==> config.mk <==
export PLATFORM = sky130hd
export DESIGN_NAME = seq_mul_param_flat
export DESIGN_NICKNAME = d
export VERILOG_FILES = /design/src/rtl/seq_mul_param_if.sv /design/src/rtl/seq_mul_param.sv /design/src/flat_wrapper.sv
export SDC_FILE = /design/constraint.sdc
export NUM_CORES = 1
export LEC_CHECK = 0
export BUFFER_PORTS_ARGS = -buffer_cell sky130_fd_sc_hd__clkbuf_2
export CAP_MARGIN = 20
export CORE_ASPECT_RATIO = 2
export CORE_UTILIZATION = 45
export CTS_BUF_LIST = sky130_fd_sc_hd__clkbuf_4
export DETAILED_ROUTE_END_ITERATION = 16
export GPL_TIMING_DRIVEN = 0
export PLACE_DENSITY = 0.68
export SYNTH_ARGS = -nofsm -noshare
export SYNTH_HDL_FRONTEND = slang
export SYNTH_SLANG_ARGS = --single-unit
==> constraint.sdc <==
create_clock -name clk -period 5.9 [get_ports clk]
set_input_delay 1.18 -clock clk [delete_from_list [all_inputs] [get_ports clk]]
set_output_delay 1.18 -clock clk [all_outputs]
set_load 0.01 [all_outputs]
==> src/rtl/seq_mul_param_if.sv <==
// Request/response bundle between the control unit and the iterative multiplier.
// The master owns start and operands; the multiplier drives status and product.
interface seq_mul_param_if #(
  parameter int WIDTH = 32
);
  logic               start;
  logic               is_signed;
  logic [WIDTH-1:0]   op_a;
  logic [WIDTH-1:0]   op_b;
  logic               busy;
  logic               done;
  logic [2*WIDTH-1:0] product;

  modport master (
    output start, is_signed, op_a, op_b,
    input  busy, done, product
  );

  modport slave (
    input  start, is_signed, op_a, op_b,
    output busy, done, product
  );
endinterface

==> src/rtl/seq_mul_param.sv <==
// Iterative shift-add multiplier retiring BITS_PER_CYCLE multiplier bits per RUN cycle.
// Signed operands run as magnitudes; the sign is reapplied when the product is written.

// One partial-product row: gated multiplicand at a fixed bit offset.
module seq_mul_pp_row #(
  parameter int W2 = 64,
  parameter int SH = 0
) (
  input  logic          bit_i,
  input  logic [W2-1:0] mcand,
  output logic [W2-1:0] pp
);
  assign pp = bit_i ? (mcand << SH) : '0;
endmodule

module seq_mul_param #(
  parameter int WIDTH          = 32,
  parameter int BITS_PER_CYCLE = 1
) (
  input  logic            clk,
  input  logic            reset,
  seq_mul_param_if.slave  bus
);
  localparam int N   = WIDTH / BITS_PER_CYCLE;
  localparam int CW  = (N > 1) ? $clog2(N) : 1;
  localparam int W2  = 2 * WIDTH;
  localparam int BPC = BITS_PER_CYCLE;

  localparam logic [1:0] S_IDLE = 2'd0;
  localparam logic [1:0] S_RUN  = 2'd1;
  localparam logic [1:0] S_DONE = 2'd2;

  logic [1:0]       state_q,   state_d;
  logic [CW-1:0]    cnt_q,     cnt_d;
  logic [W2-1:0]    mcand_q,   mcand_d;
  logic [WIDTH-1:0] mplier_q,  mplier_d;
  logic [W2-1:0]    acc_q,     acc_d;
  logic             neg_q,     neg_d;
  logic [W2-1:0]    product_q, product_d;

  // Operand magnitudes; -2^(WIDTH-1) negates to itself, which is the correct unsigned magnitude.
  logic             a_neg, b_neg;
  logic [WIDTH-1:0] a_mag, b_mag;

  always_comb begin
    a_neg = bus.is_signed & bus.op_a[WIDTH-1];
    b_neg = bus.is_signed & bus.op_b[WIDTH-1];
    a_mag = a_neg ? -bus.op_a : bus.op_a;
    b_mag = b_neg ? -bus.op_b : bus.op_b;
  end

  logic [BPC-1:0][W2-1:0] pp;
  logic [W2-1:0]          step_sum;
  logic [W2-1:0]          acc_nxt;

  for (genvar g = 0; g < BPC; g++) begin : g_row
    seq_mul_pp_row #(
      .W2 (W2),
      .SH (g)
    ) u_row (
      .bit_i (mplier_q[g]),
      .mcand (mcand_q),
      .pp    (pp[g])
    );
  end

  always_comb begin
    step_sum = '0;
    for (int k = 0; k < BPC; k++) step_sum = step_sum + pp[k];
    acc_nxt = acc_q + step_sum;
  end

  always_comb begin
    state_d   = state_q;
    cnt_d     = cnt_q;
    mcand_d   = mcand_q;
    mplier_d  = mplier_q;
    acc_d     = acc_q;
    neg_d     = neg_q;
    product_d = product_q;
    case (state_q)
      S_RUN: begin
        // start is deliberately ignored here; operands stay frozen until DONE.
        acc_d    = acc_nxt;
        mcand_d  = mcand_q << BPC;
        mplier_d = mplier_q >> BPC;
        cnt_d    = cnt_q + CW'(1);
        if (cnt_q == CW'(N - 1)) begin
          state_d   = S_DONE;
          cnt_d     = '0;
          product_d = neg_q ? -acc_nxt : acc_nxt;
        end
      end
      default: begin
        // IDLE and DONE both accept, so back-to-back ops skip the idle cycle.
        state_d = S_IDLE;
        if (bus.start) begin
          state_d  = S_RUN;
          cnt_d    = '0;
          acc_d    = '0;
          mcand_d  = {{WIDTH{1'b0}}, a_mag};
          mplier_d = b_mag;
          neg_d    = a_neg ^ b_neg;
        end
      end
    endcase
  end

  always_ff @(posedge clk) begin
    if (reset) begin
      state_q   <= S_IDLE;
      cnt_q     <= '0;
      mcand_q   <= '0;
      mplier_q  <= '0;
      acc_q     <= '0;
      neg_q     <= 1'b0;
      product_q <= '0;
    end else begin
      state_q   <= state_d;
      cnt_q     <= cnt_d;
      mcand_q   <= mcand_d;
      mplier_q  <= mplier_d;
      acc_q     <= acc_d;
      neg_q     <= neg_d;
      product_q <= product_d;
    end
  end

  assign bus.busy    = (state_q == S_RUN);
  assign bus.done    = (state_q == S_DONE);
  assign bus.product = product_q;
endmodule

==> src/flat_wrapper.sv <==
// flat-port wrapper written by rule: the top's interface ports become plain ports
module seq_mul_param_flat 
#(
  parameter int WIDTH          = 32,
  parameter int BITS_PER_CYCLE = 1
)
  (clk, reset, bus_start, bus_is_signed, bus_op_a, bus_op_b, bus_busy, bus_done, bus_product);
  seq_mul_param_if #(.WIDTH(WIDTH)) bus_i ();
  input  logic clk;
  input  logic reset;
  input wire logic [$bits(bus_i.start)-1:0] bus_start;
  input wire logic [$bits(bus_i.is_signed)-1:0] bus_is_signed;
  input wire logic [$bits(bus_i.op_a)-1:0] bus_op_a;
  input wire logic [$bits(bus_i.op_b)-1:0] bus_op_b;
  output wire logic [$bits(bus_i.busy)-1:0] bus_busy;
  output wire logic [$bits(bus_i.done)-1:0] bus_done;
  output wire logic [$bits(bus_i.product)-1:0] bus_product;
  assign bus_i.start = bus_start;
  assign bus_i.is_signed = bus_is_signed;
  assign bus_i.op_a = bus_op_a;
  assign bus_i.op_b = bus_op_b;
  assign bus_busy = bus_i.busy;
  assign bus_done = bus_i.done;
  assign bus_product = bus_i.product;
  seq_mul_param #(.WIDTH(WIDTH), .BITS_PER_CYCLE(BITS_PER_CYCLE)) u_core (.clk(clk), .reset(reset), .bus(bus_i));
endmodule
==> results.ini, run 1 <==
[critical_path]
crit_required_ns=6.59
critPathKind=reg -> reg
r2r_cells=18
r2r-end=u_core.bus.product[63]
arrival_ns=6.37
r2r-start=u_core.mplier_q[0]
path_max_fanout=10
rrSetupSlack_ns=0.22
end_kind=flop
startpoint_type=flop

[floorplan]
rows=100
fp.dieW_um=139.4
io_pins=134
core-area_um2=37160
die_area_um2=38570
die_h_um=276.7
start_util_pct=45.70

[detailed_routing]
ant_nets=0
totalWireLength_um=69220
wl_per_cell_um=23.07
num_vias=18693
drt_iter0_markers=1183
post-route-drc-count=0
viasPerCell=6.231
firstDrtPassIters=5

[pwr]
p_seq_share_pct=45.7
intPower_mw=2.417
clockPowerShare_pct=37.3
powerDensity_nw_per_um2=187.1
switching_share_pct=32.56
power_frac_comb_pct=17.0
ir_drop_mv=0.1480
p_sw_mw=1.167
power.leakage_nw=7.944

[worst_hold_path]
whs_endpoint=u_core.bus.product[54]
min_path_cells=2
hold_path_class=reg -> reg
worstHoldStart=u_core.bus.product[54]

[synth]
synth_top_area_share_pct=27.35
synth_area_leaders=dfxtp_1 (27%), nor2_1 (7.5%), a21oi_1 (7.2%)
synthesis.instances=2305
synth_edf_count=0
synth_seq_area_share_pct=27.35
async_flop_share_pct=0
ys_warn_count=0
synthFlopType=dfxtp_1
synth_commonest_cells=nor2_1 (338), a21oi_1 (245), dfxtp_1 (232), nand2_1 (196), o21ai_0 (148)
synth_top_cell_by_area=dfxtp_1
synth_seq_cells=232
synth.net_count=2442
synth_area_um2=16980
ys_types=112
synth.avg_cell_area_um2=7.368
yosysMostFrequentCell=nor2_1

[clock_network]
cts-hold-fix-buffers=0
cts_tree=done
cts_buffers=57
cts_buffer_depth=3
h-tree-depth=2
clkSinkCount=232
clkTransAtPathRegs_ns=0.07
clk_latency_ns=0.87
cts-root-buf=clkbuf_4

[placed_design]
placedCellCount=2897
post-place-ws_ns=-0.6626
io_buffers=131
hpwl_um=54310
place_congestion=1.057
dpl_cell_area_um2=18220

[layout]
areaGrowthSynthToFinish_pct=12.78
final_core_util_pct=51.54
final_nets=2642
drive_gt1_share_pct=13.51
finalNonFillerCells=3000
final_cell_area_um2=19150

[global_routing]
antenna_found_initial=4
grt_pass1_vias=18434
grt_use_total_pct=35.83
grt_start_max_net_pins=18
grt_pass1_wl_um=104100
grt.overflow.total=0

[sta]
fin_crit_ns=5.679
skew_ns=0.06212
hold_viol=0
finalMaxSlewViolations=0
worst_pin_slew_ns=1.268
rsz0062_at_grt=no
period_share_pct=96.26
setup_viol=0
timing.fmax_mhz=176.1
max_slew_margin_pct=14.97
whs_ns=0.4473
fin_ws_ns=0.2207

[flow_run]
max_cap_viol_count=0

[run_status]
status=finished, final reports clean

## flip-flops by register name, indices dropped and copies added (netlist names)
name,cells
u_core.acc_q,64
u_core.mcand_q,64
u_core.neg_q,1
u_core.bus.product,64
u_core.state_q,2
u_core.mplier_q,32
u_core.cnt_q,5
## what timing repair did
action | CTS | global route
setup buffers | 0 | 8
pin swaps | 0 | 2
resized for setup | 12 | 26
setup endpoints to repair | 18 | 20
gates cloned | 0 | 0
## cells in the final DEF, fill, tap and decap left out, types with 12 or more instances in the layout
cell type  count
o31ai_1       27
a21oi_1      242
nor2_1       338
clkbuf_2     133
clkinv_1      13
buf_4         13
xor2_1        74
nand3_1       28
o21ai_0      147
ha_1          68
nand2b_1      14
nand2_1      196
and2_1        81
and3_1        94
clkbuf_1     124
a21o_1        23
dfxtp_1      232
inv_1         29
xnor2_1       60
or2_2         12
nand4_1       33
o41ai_1       12
a211oi_1      66
clkbuf_4      73
or3_1         25
or4_1         14
nor4_1        16
mux2i_1       15
o21ai_1       27
nor3_1        37
a31oi_1       27
a311oi_1      12
## logic make-up after synthesis
family	Yosys count	share of synthesized area (%)
fa+ha+maj	69	5.128
compound gates	716	27.13
xor+xnor	143	7.375
flops	232	27.35
mux	19	1.142
buf+inv	182	4.561
simple gates	944	27.32
## power groups by stage
stage / registers, mW / clock network, mW / logic (mW)
after detailed placement: 1.67 / 0 / 0.588
after floorplan: 1.66 / 0 / 0.394
final: 1.64 / 1.34 / 0.609
after global placement: 1.67 / 0 / 0.576
after CTS: 1.63 / 1.35 / 0.591
after global routing: 1.64 / 1.43 / 0.661
## per-stage QoR
| step | total power, mW | setup TNS [ns] |
|---|---|---|
| finish | 3.584 | 0 |
| global route | 3.731 | 0 |
| CTS | 3.579 | 0 |
| detailed placement | 2.259 | -2.905 |
| global placement | 2.245 | -2.859 |
| floorplan | 2.053 | 0 |
## worst max path at each step
stage               depth (start not counted)                      to                from  slack (ns)
global placement                           17  u_core.bus.product[62]  u_core.mplier_q[0]       -0.64
CTS                                        17  u_core.bus.product[63]  u_core.mplier_q[0]        0.04
detailed placement                         17  u_core.bus.product[62]  u_core.mplier_q[0]       -0.66
finish                                     18  u_core.bus.product[63]  u_core.mplier_q[0]        0.22
global route                               19  u_core.bus.product[63]  u_core.mplier_q[0]       0.007
floorplan                                  19  u_core.bus.product[63]  u_core.mplier_q[0]        1.19
## final cells by class
type                    count  area (µm²)
well taps                 459       574.3
plain buffers             150       658.1
diodes                      3       7.507
fillers                  3770       18010
repair buffers            144       748.2
inverters                  29       108.9
flip-flops and latches    232        4644
multi-input cells        1891       11760
clock buffers              72       540.5
clock inverters            20       116.4
## critical path: stages, from the launching register on
cell and delay [ns]:
dfxtp_1 0.33, buf_2 0.30, clkbuf_1 0.35, and2_1 0.24, ha_1 0.27, buf_6 0.15, a21oi_2 0.23, o22ai_1 0.15
a211oi_1 0.41, a21oi_1 0.14, or3_2 0.43, a211oi_1 0.56, nand4_1 0.30, or4_1 0.45, buf_2 0.19, or2_4 0.28
o41ai_2 0.37, xor2_1 0.26, o21ai_1 0.09
## layer usage
metal | part of all wire, % | vias to the layer above | track usage (%)
met1 | 31 | 8828 | 31.20
met2 | 52 | 756 | 65.28
met5 | 0.019 | - | 0
met3 | 5.4 | 345 | 7.557
li1 | - | 8762 | -
met4 | 12 | 2 | 37.52
(Power assumes the default switching activity.)
==> run 2, diff against run 1 <==
--- a/config.mk
+++ b/config.mk
@@ -15,4 +15,5 @@
 export PLACE_DENSITY = 0.68
 export SYNTH_ARGS = -nofsm -noshare
 export SYNTH_HDL_FRONTEND = slang
+export SYNTH_HIERARCHICAL = 1
 export SYNTH_SLANG_ARGS = --single-unit
==> run 2 against run 1 <==
- via count down 2.9%
- register-to-register slack better by 0.19 ns
- critical path type unchanged
- critical endpoint is now u_core/bus.product[60]
- non-clock buffer count down 9
==> results.ini, run 2 <==
[run_status]
status=finished, final reports clean

[layout]
layout_commonest_cell=nor2_1
areaGrowthSynthToFinish_pct=12.03
multiInputGateArea_um2=11470  ; -2.5%
n_fill_cell=3721  ; -1.3%
drive_gt1_share_pct=15.61  ; +2.1 points
seq_area_um2=4646  ; about the same
layout_common_cells=nor2_1 (310), a21oi_1 (266), dfxtp_1 (231)
final_nets=2617  ; -0.95%

[detailed_routing]
num_vias=18148  ; -2.9%
viasPerCell=6.080  ; -2.4%
ant_nets=0  ; unchanged
post-route-drc-count=0  ; unchanged
totalWireLength_um=70370  ; +1.7%
firstDrtPassIters=7  ; +2
wl_per_cell_um=23.58  ; +2.2%
drt_iter0_markers=1065  ; -10%

[synth]
synth_edf_count=0  ; unchanged
yosys.area_share.simple_pct=28.13  ; +0.81 points
synthAdderAreaFrac_pct=5.157  ; +0.029 points
synth_area_um2=16890  ; -0.57%
synth_seq_cells=232  ; unchanged
synth_seq_area_share_pct=27.50  ; +0.16 points
ys_types=111  ; -0.89%
synth.net_count=2423  ; -0.78%
synth.avg_cell_area_um2=7.387  ; +0.26%
synth_commonest_cells=nor2_1 (310), a21oi_1 (269), dfxtp_1 (232), nand2_1 (201), o21ai_0 (146)
synthMuxAreaShare_pct=0.5409  ; -0.60 points
yosysMostFrequentCell=nor2_1
synth_top_cell_by_area=dfxtp_1
synthFlopType=dfxtp_1
synth_compound_area_share_pct=26.05  ; -1.1 points
synth_area_leaders=dfxtp_1 (28%), a21oi_1 (8.0%), nor2_1 (6.9%)
synth_top_family_by_area=simple AND/OR/NAND/NOR gates
synth_top_area_share_pct=27.50  ; +0.16 points
synthXorXnorAreaFrac_pct=7.832  ; +0.46 points
ys_warn_count=6  ; +6
async_flop_share_pct=0  ; unchanged
synthesis.instances=2286  ; -0.82%

[critical_path]
r2r-start=u_core/mplier_q[0]
crit_cells=15  ; -3
critPathMaxStageDelay_ns=0.88  ; +0.32 ns
slowest_stage=o311ai_1
r2r-end=u_core/bus.product[60]
path_max_fanout=11  ; +1
end_kind=flop
cp_top_family=compound AO/OA/AOI/OAI gates
rrSetupSlack_ns=0.41  ; +0.19 ns
startpoint_type=flop
critPathBufInv=1  ; -3
arrival_ns=6.14  ; -0.23 ns
crit_chain=and2_2 > ha_1 > inv_1 > fa_1 > nor2b_1 > o31a_1 > o211ai_1 > a21boi_2 > o21ai_1 > o311ai_1 > or4b_1 > nand3b_1 > nor3_1 > mux2_1 > a221o_1
crit_required_ns=6.55  ; -0.04 ns
r2r_cells=15  ; -3
critPathKind=reg -> reg

[floorplan]
io_pins=134  ; unchanged
start_util_pct=45.59  ; -0.11 points
fp.dieW_um=139.0  ; -0.28%
die_area_um2=38350  ; -0.56%
core-area_um2=37040  ; -0.34%
rows=100  ; unchanged
die_h_um=276.0  ; -0.28%

[worst_hold_path]
hold_path_class=reg -> reg
whs_endpoint=u_core/bus.product[55]
min_path_cells=2  ; unchanged
worstHoldStart=u_core/bus.product[55]

[sta]
fin_ws_ns=0.4090  ; +0.1883 ns
finalSetupTns_ns=0  ; unchanged
period_share_pct=93.07  ; -3.2 points
timing.fmax_mhz=182.1  ; +3.4%
finalMaxSlewViolations=0  ; unchanged
worst_pin_slew_ns=1.396  ; +0.1286 ns
skew_ns=0.04943  ; -0.01268 ns
rsz0062_at_grt=no
fin_crit_ns=5.491  ; -0.1883 ns
setup_viol=0  ; unchanged
max_slew_margin_pct=6.907  ; -8.1 points
hold_viol=0  ; unchanged

[clock_network]
cts_buffers=57  ; unchanged
cts-root-buf=clkbuf_4
h-tree-depth=2  ; unchanged
cts_tree=done
cts-hold-fix-buffers=0  ; unchanged
cts_buffer_depth=3  ; unchanged
clk_latency_ns=0.76  ; -0.11 ns
clkSinkCount=232  ; unchanged
clkTransAtPathRegs_ns=0.08  ; about the same

[pwr]
power_frac_comb_pct=16.7  ; -0.3 points
p_sw_mw=1.151  ; -1.3%
ir_drop_mv=0.1822  ; +23%
powerDensity_nw_per_um2=192.4  ; +2.8%
clockPowerShare_pct=38.4  ; +1.1 points
power.leakage_nw=8.084  ; +1.8%
switching_share_pct=31.63  ; -0.93 points
p_seq_share_pct=44.9  ; -0.8 points
intPower_mw=2.489  ; +3.0%

[placed_design]
hpwl_um=56540  ; +4.1%
place_congestion=1.034  ; -2.2%
post-place-ws_ns=0.1320  ; +0.7946 ns
io_buffers=131  ; unchanged

[global_routing]
grt.overflow.total=0  ; unchanged
grt_use_total_pct=36.40  ; +0.56 points
grt_pass1_vias=17981  ; -2.5%
antenna_found_initial=3  ; -1
grt_start_max_net_pins=16  ; -2
grt_pass1_wl_um=104300  ; +0.23%

[flow_run]
max_cap_viol_count=0  ; unchanged

-- run 2: cell type report --
class | count | area share (%)
Antenna cell | 2 | 0.02646
Buffer | 150 | 3.578
Clock buffer | 83 | 3.294
Clock inverter | 20 | 0.5887
Inverter | 35 | 0.6945
Multi-Input combinational cell | 1869 | 60.61
Sequential cell | 232 | 24.56
Tap cell | 459 | 3.036
Timing Repair Buffer | 135 | 3.611
-- run 2: cell families after synthesis --
kind of cell | Yosys count
compound gates | 708
xor+xnor | 151
fa+ha+maj | 69
buf+inv | 185
flops | 232
mux | 9
simple gates | 932
-- run 2: how the worst max path moves through the flow --
stage                                   from                     end
final                     u_core/mplier_q[0]  u_core/bus.product[60]
after global routing      u_core/mplier_q[0]  u_core/bus.product[48]
after global placement    u_core/mplier_q[0]  u_core/bus.product[48]
after detailed placement  u_core/mplier_q[0]  u_core/bus.product[48]
after floorplan           u_core/mplier_q[0]  u_core/bus.product[60]
after CTS                 u_core/mplier_q[0]  u_core/bus.product[48]
-- run 2: power groups by stage --
stage | Combinational, mW | Sequential [mW] | Clock (mW)
after floorplan | 0.391 | 1.66 | 0
after global placement | 0.581 | 1.67 | 0
after detailed placement | 0.591 | 1.67 | 0
after CTS | 0.593 | 1.63 | 1.43
after global routing | 0.652 | 1.64 | 1.51
final | 0.606 | 1.64 | 1.40
-- run 2: repair_timing --
item                                    4_1_cts  5_1_grt
endpoints found under the hold margin         0        0
setup buffers                                 0        0
gates resized for setup                       0        9
endpoints found under the setup margin        0       15
-- run 2: worst reg2reg max path, delay by kind of cell (launching register included) --
kind,cells,cell delay [ns]
AO/OA/AOI/OAI,6,2.07
adder cells (fa/ha/maj),2,0.68
buffers and inverters,1,0.08
flip-flops,1,0.56
multiplexers,1,0.35
AND/OR/NAND/NOR,5,1.65
-- run 2: metrics by stage --
| stage | power [mW] | hold slack [ns] | instances | utilization [%] | instance area (µm²) |
|---|---|---|---|---|---|
| 6_report | 3.640 | 0.4455 | 2985 | 51.08 | 18920 |
| 3_5_place_dp | 2.261 | 0.4391 | 2879 | 48.97 | 18140 |
| 5_1_grt | 3.798 | 0.4565 | 2984 | 51.07 | 18910 |
| 2_1_floorplan | 2.049 | 0.4573 | 2286 | - | 16890 |
| 3_3_place_gp | 2.249 | 0.4346 | 2876 | 48.92 | 18120 |
| 4_1_cts | 3.657 | 0.4481 | 2982 | 50.95 | 18870 |
-- run 2: metal layers --
layer / part of all wire [%] / wire (µm) / up-vias / track usage [%]
met1: 30 / 21340 / 8517 / 29.81
li1: - / - / 8648 / -
met3: 4.3 / 3001 / 314 / 5.188
met4: 13 / 9226 / 2 / 41.81
met5: 0.018 / 13 / - / 0
met2: 52 / 36790 / 667 / 69.94
==> run 3, diff against run 2 <==
--- a/config.mk
+++ b/config.mk
@@ -13,6 +13,7 @@
 export DETAILED_ROUTE_END_ITERATION = 16
 export GPL_TIMING_DRIVEN = 0
 export PLACE_DENSITY = 0.68
+export RECOVER_POWER = 100
 export SYNTH_ARGS = -nofsm -noshare
 export SYNTH_HDL_FRONTEND = slang
 export SYNTH_HIERARCHICAL = 1
==> run 3 against run 2 <==
- hold slack about the same
- sequential share of layout area increased by 0.18 points
- final cell count unchanged
- sequential cell count unchanged
- largest cell class unchanged
- largest power group unchanged
- highest routed layer unchanged
==> results.ini, run 3 (synthesis results as in run 2) <==
[floorplan]
rows=100  ; unchanged
start_util_pct=45.59  ; unchanged
core-area_um2=37040  ; unchanged
io_pins=134  ; unchanged
die_area_um2=38350  ; unchanged
fp.dieW_um=139.0  ; unchanged
die_h_um=276.0  ; unchanged

[placed_design]
hpwl_um=56540  ; unchanged
place_congestion=1.034  ; unchanged
io_buffers=131  ; unchanged
dpl_cell_area_um2=18140  ; unchanged
placedCellCount=2879  ; unchanged

[sta]
period_share_pct=93.38  ; +0.32 points
setup_viol=0  ; unchanged
worst_pin_slew_ns=1.350  ; -0.04635 ns
timing.fmax_mhz=181.5  ; -0.34%
max_slew_margin_pct=9.997  ; +3.1 points
fin_crit_ns=5.510  ; +0.01865 ns
rsz0062_at_grt=no
whs_ns=0.4460  ; +0.0004940 ns
finalMaxSlewViolations=0  ; unchanged
finalSetupTns_ns=0  ; unchanged
hold_viol=0  ; unchanged
skew_ns=0.05347  ; +0.004036 ns

[detailed_routing]
post-route-drc-count=0  ; unchanged
viasPerCell=6.073  ; -0.11%
firstDrtPassIters=8  ; +1
ant_nets=0  ; unchanged
num_vias=18128  ; -0.11%
totalWireLength_um=70410  ; about the same
drt_iter0_markers=1054  ; -1.0%
wl_per_cell_um=23.59  ; about the same

[layout]
areaGrowthSynthToFinish_pct=11.19
layout_commonest_cell=nor2_1
finalNonFillerCells=2985  ; unchanged
final_nets=2617  ; unchanged
final_cell_area_um2=18780  ; -0.75%
drive_gt1_share_pct=12.40  ; -3.2 points
layout_common_cells=nor2_1 (310), a21oi_1 (266), dfxtp_1 (231)

[critical_path]
startpoint_type=flop
crit_required_ns=6.55  ; about the same
critPathKind=reg -> reg
path_max_fanout=11  ; unchanged
crit_start=u_core/mplier_q[0]
arrival_ns=6.16  ; +0.02 ns
end_kind=flop
r2r-start=u_core/mplier_q[0]

[pwr]
ir_drop_mv=0.1846  ; +1.3%
power.leakage_nw=7.828  ; -3.2%
p_total_mw=3.635  ; -0.15%
powerDensity_nw_per_um2=193.6  ; +0.60%

[clock_network]
cts_buffers=57  ; unchanged
cts-root-buf=clkbuf_4
clkTransAtPathRegs_ns=0.08  ; about the same
h-tree-depth=2  ; unchanged
cts_buffer_depth=3  ; unchanged
clkSinkCount=232  ; unchanged
cts_tree=done
cts_setup_buffers=0  ; unchanged
clk_latency_ns=0.77  ; about the same

[global_routing]
grt_pass1_wl_um=104300  ; unchanged
grt.overflow.total=0  ; unchanged
grt_pass1_vias=17981  ; unchanged
grt_use_total_pct=36.40  ; unchanged
antenna_found_initial=3  ; unchanged
grt_start_max_net_pins=16  ; unchanged

[run_status]
status=finished, final reports clean

[flow_run]
max_cap_viol_count=0  ; unchanged

[worst_hold_path]
hold_path_class=reg -> reg
worstHoldStart=u_core/bus.product[55]

-- run 3: changes by cell type in the layout (fill, tap and decap cells not counted), moves of 7 or more --
cell      delta
and2_0       +7
clkbuf_1    +73
o21ai_1     -12
o21ai_0     +12
and2_1       -7
clkbuf_2    -70
-- run 3: worst max-delay path, stage by stage, from the launching register on --
cell      delay (ns)
dfxtp_2         0.44
clkbuf_2        0.22
and2_2          0.20
ha_1            0.26
buf_2           0.21
nand2_1         0.14
o21ai_0         0.69
a21oi_1         0.30
nand2_1         0.11
o21ai_0         0.09
xnor2_1         0.79
nand2_1         0.17
nor3_1          0.77
nand4_4         0.28
o41ai_2         0.34
xnor2_1         0.15
a22o_1          0.23
-- run 3: power by group --
group,switching [mW],internal [mW],total (mW)
clock,0.709,0.689,1.40
sequential,0.0309,1.60,1.64
combinational,0.410,0.191,0.601
total,1.15,2.48,3.63
-- run 3: worst paths after layout --
kind                                          endpoint  slack [ns]  cells past startpoint
worst max register to register  u_core/bus.product[63]        0.39                     16
worst min-delay path            u_core/bus.product[55]        0.45                      2
worst max-delay path            u_core/bus.product[63]        0.39                     16
worst min register to register  u_core/bus.product[55]        0.45                      2
-- run 3: metrics by stage --
step | util [%] | setup slack (ns)
after floorplan | - | 1.684
after global placement | 48.92 | 0.1546
after detailed placement | 48.97 | 0.1320
after CTS | 50.95 | 0.08950
after global routing | 50.69 | 0.1262
final | 50.70 | 0.3904
-- run 3: cell type report --
type                            instances  area [µm²]
Fill cell                            3751       18260
Clock inverter                         20       111.4
Inverter                               35       131.4
Sequential cell                       232        4646
Antenna cell                            2       5.005
Tap cell                              459       574.3
Buffer                                150       665.6
Clock buffer                           83       623.1
Timing Repair Buffer                  135       596.8
Multi-Input combinational cell       1869       11420
-- run 3: what timing repair did --
item | 4_1_cts | 5_1_grt
resized for setup | 0 | 9
setup endpoints to repair | 0 | 15
hold buffers | 0 | 0
-- run 3: layer usage --
metal / GRT usage (%) / vias to the layer above / wire (µm) / share of wire (%)
li1: - / 8627 / - / -
met4: 41.81 / 2 / 9210 / 13
met2: 69.94 / 680 / 36850 / 52
met3: 5.188 / 308 / 3076 / 4.4
met1: 29.81 / 8511 / 21260 / 30
met5: 0 / - / 10 / 0.014
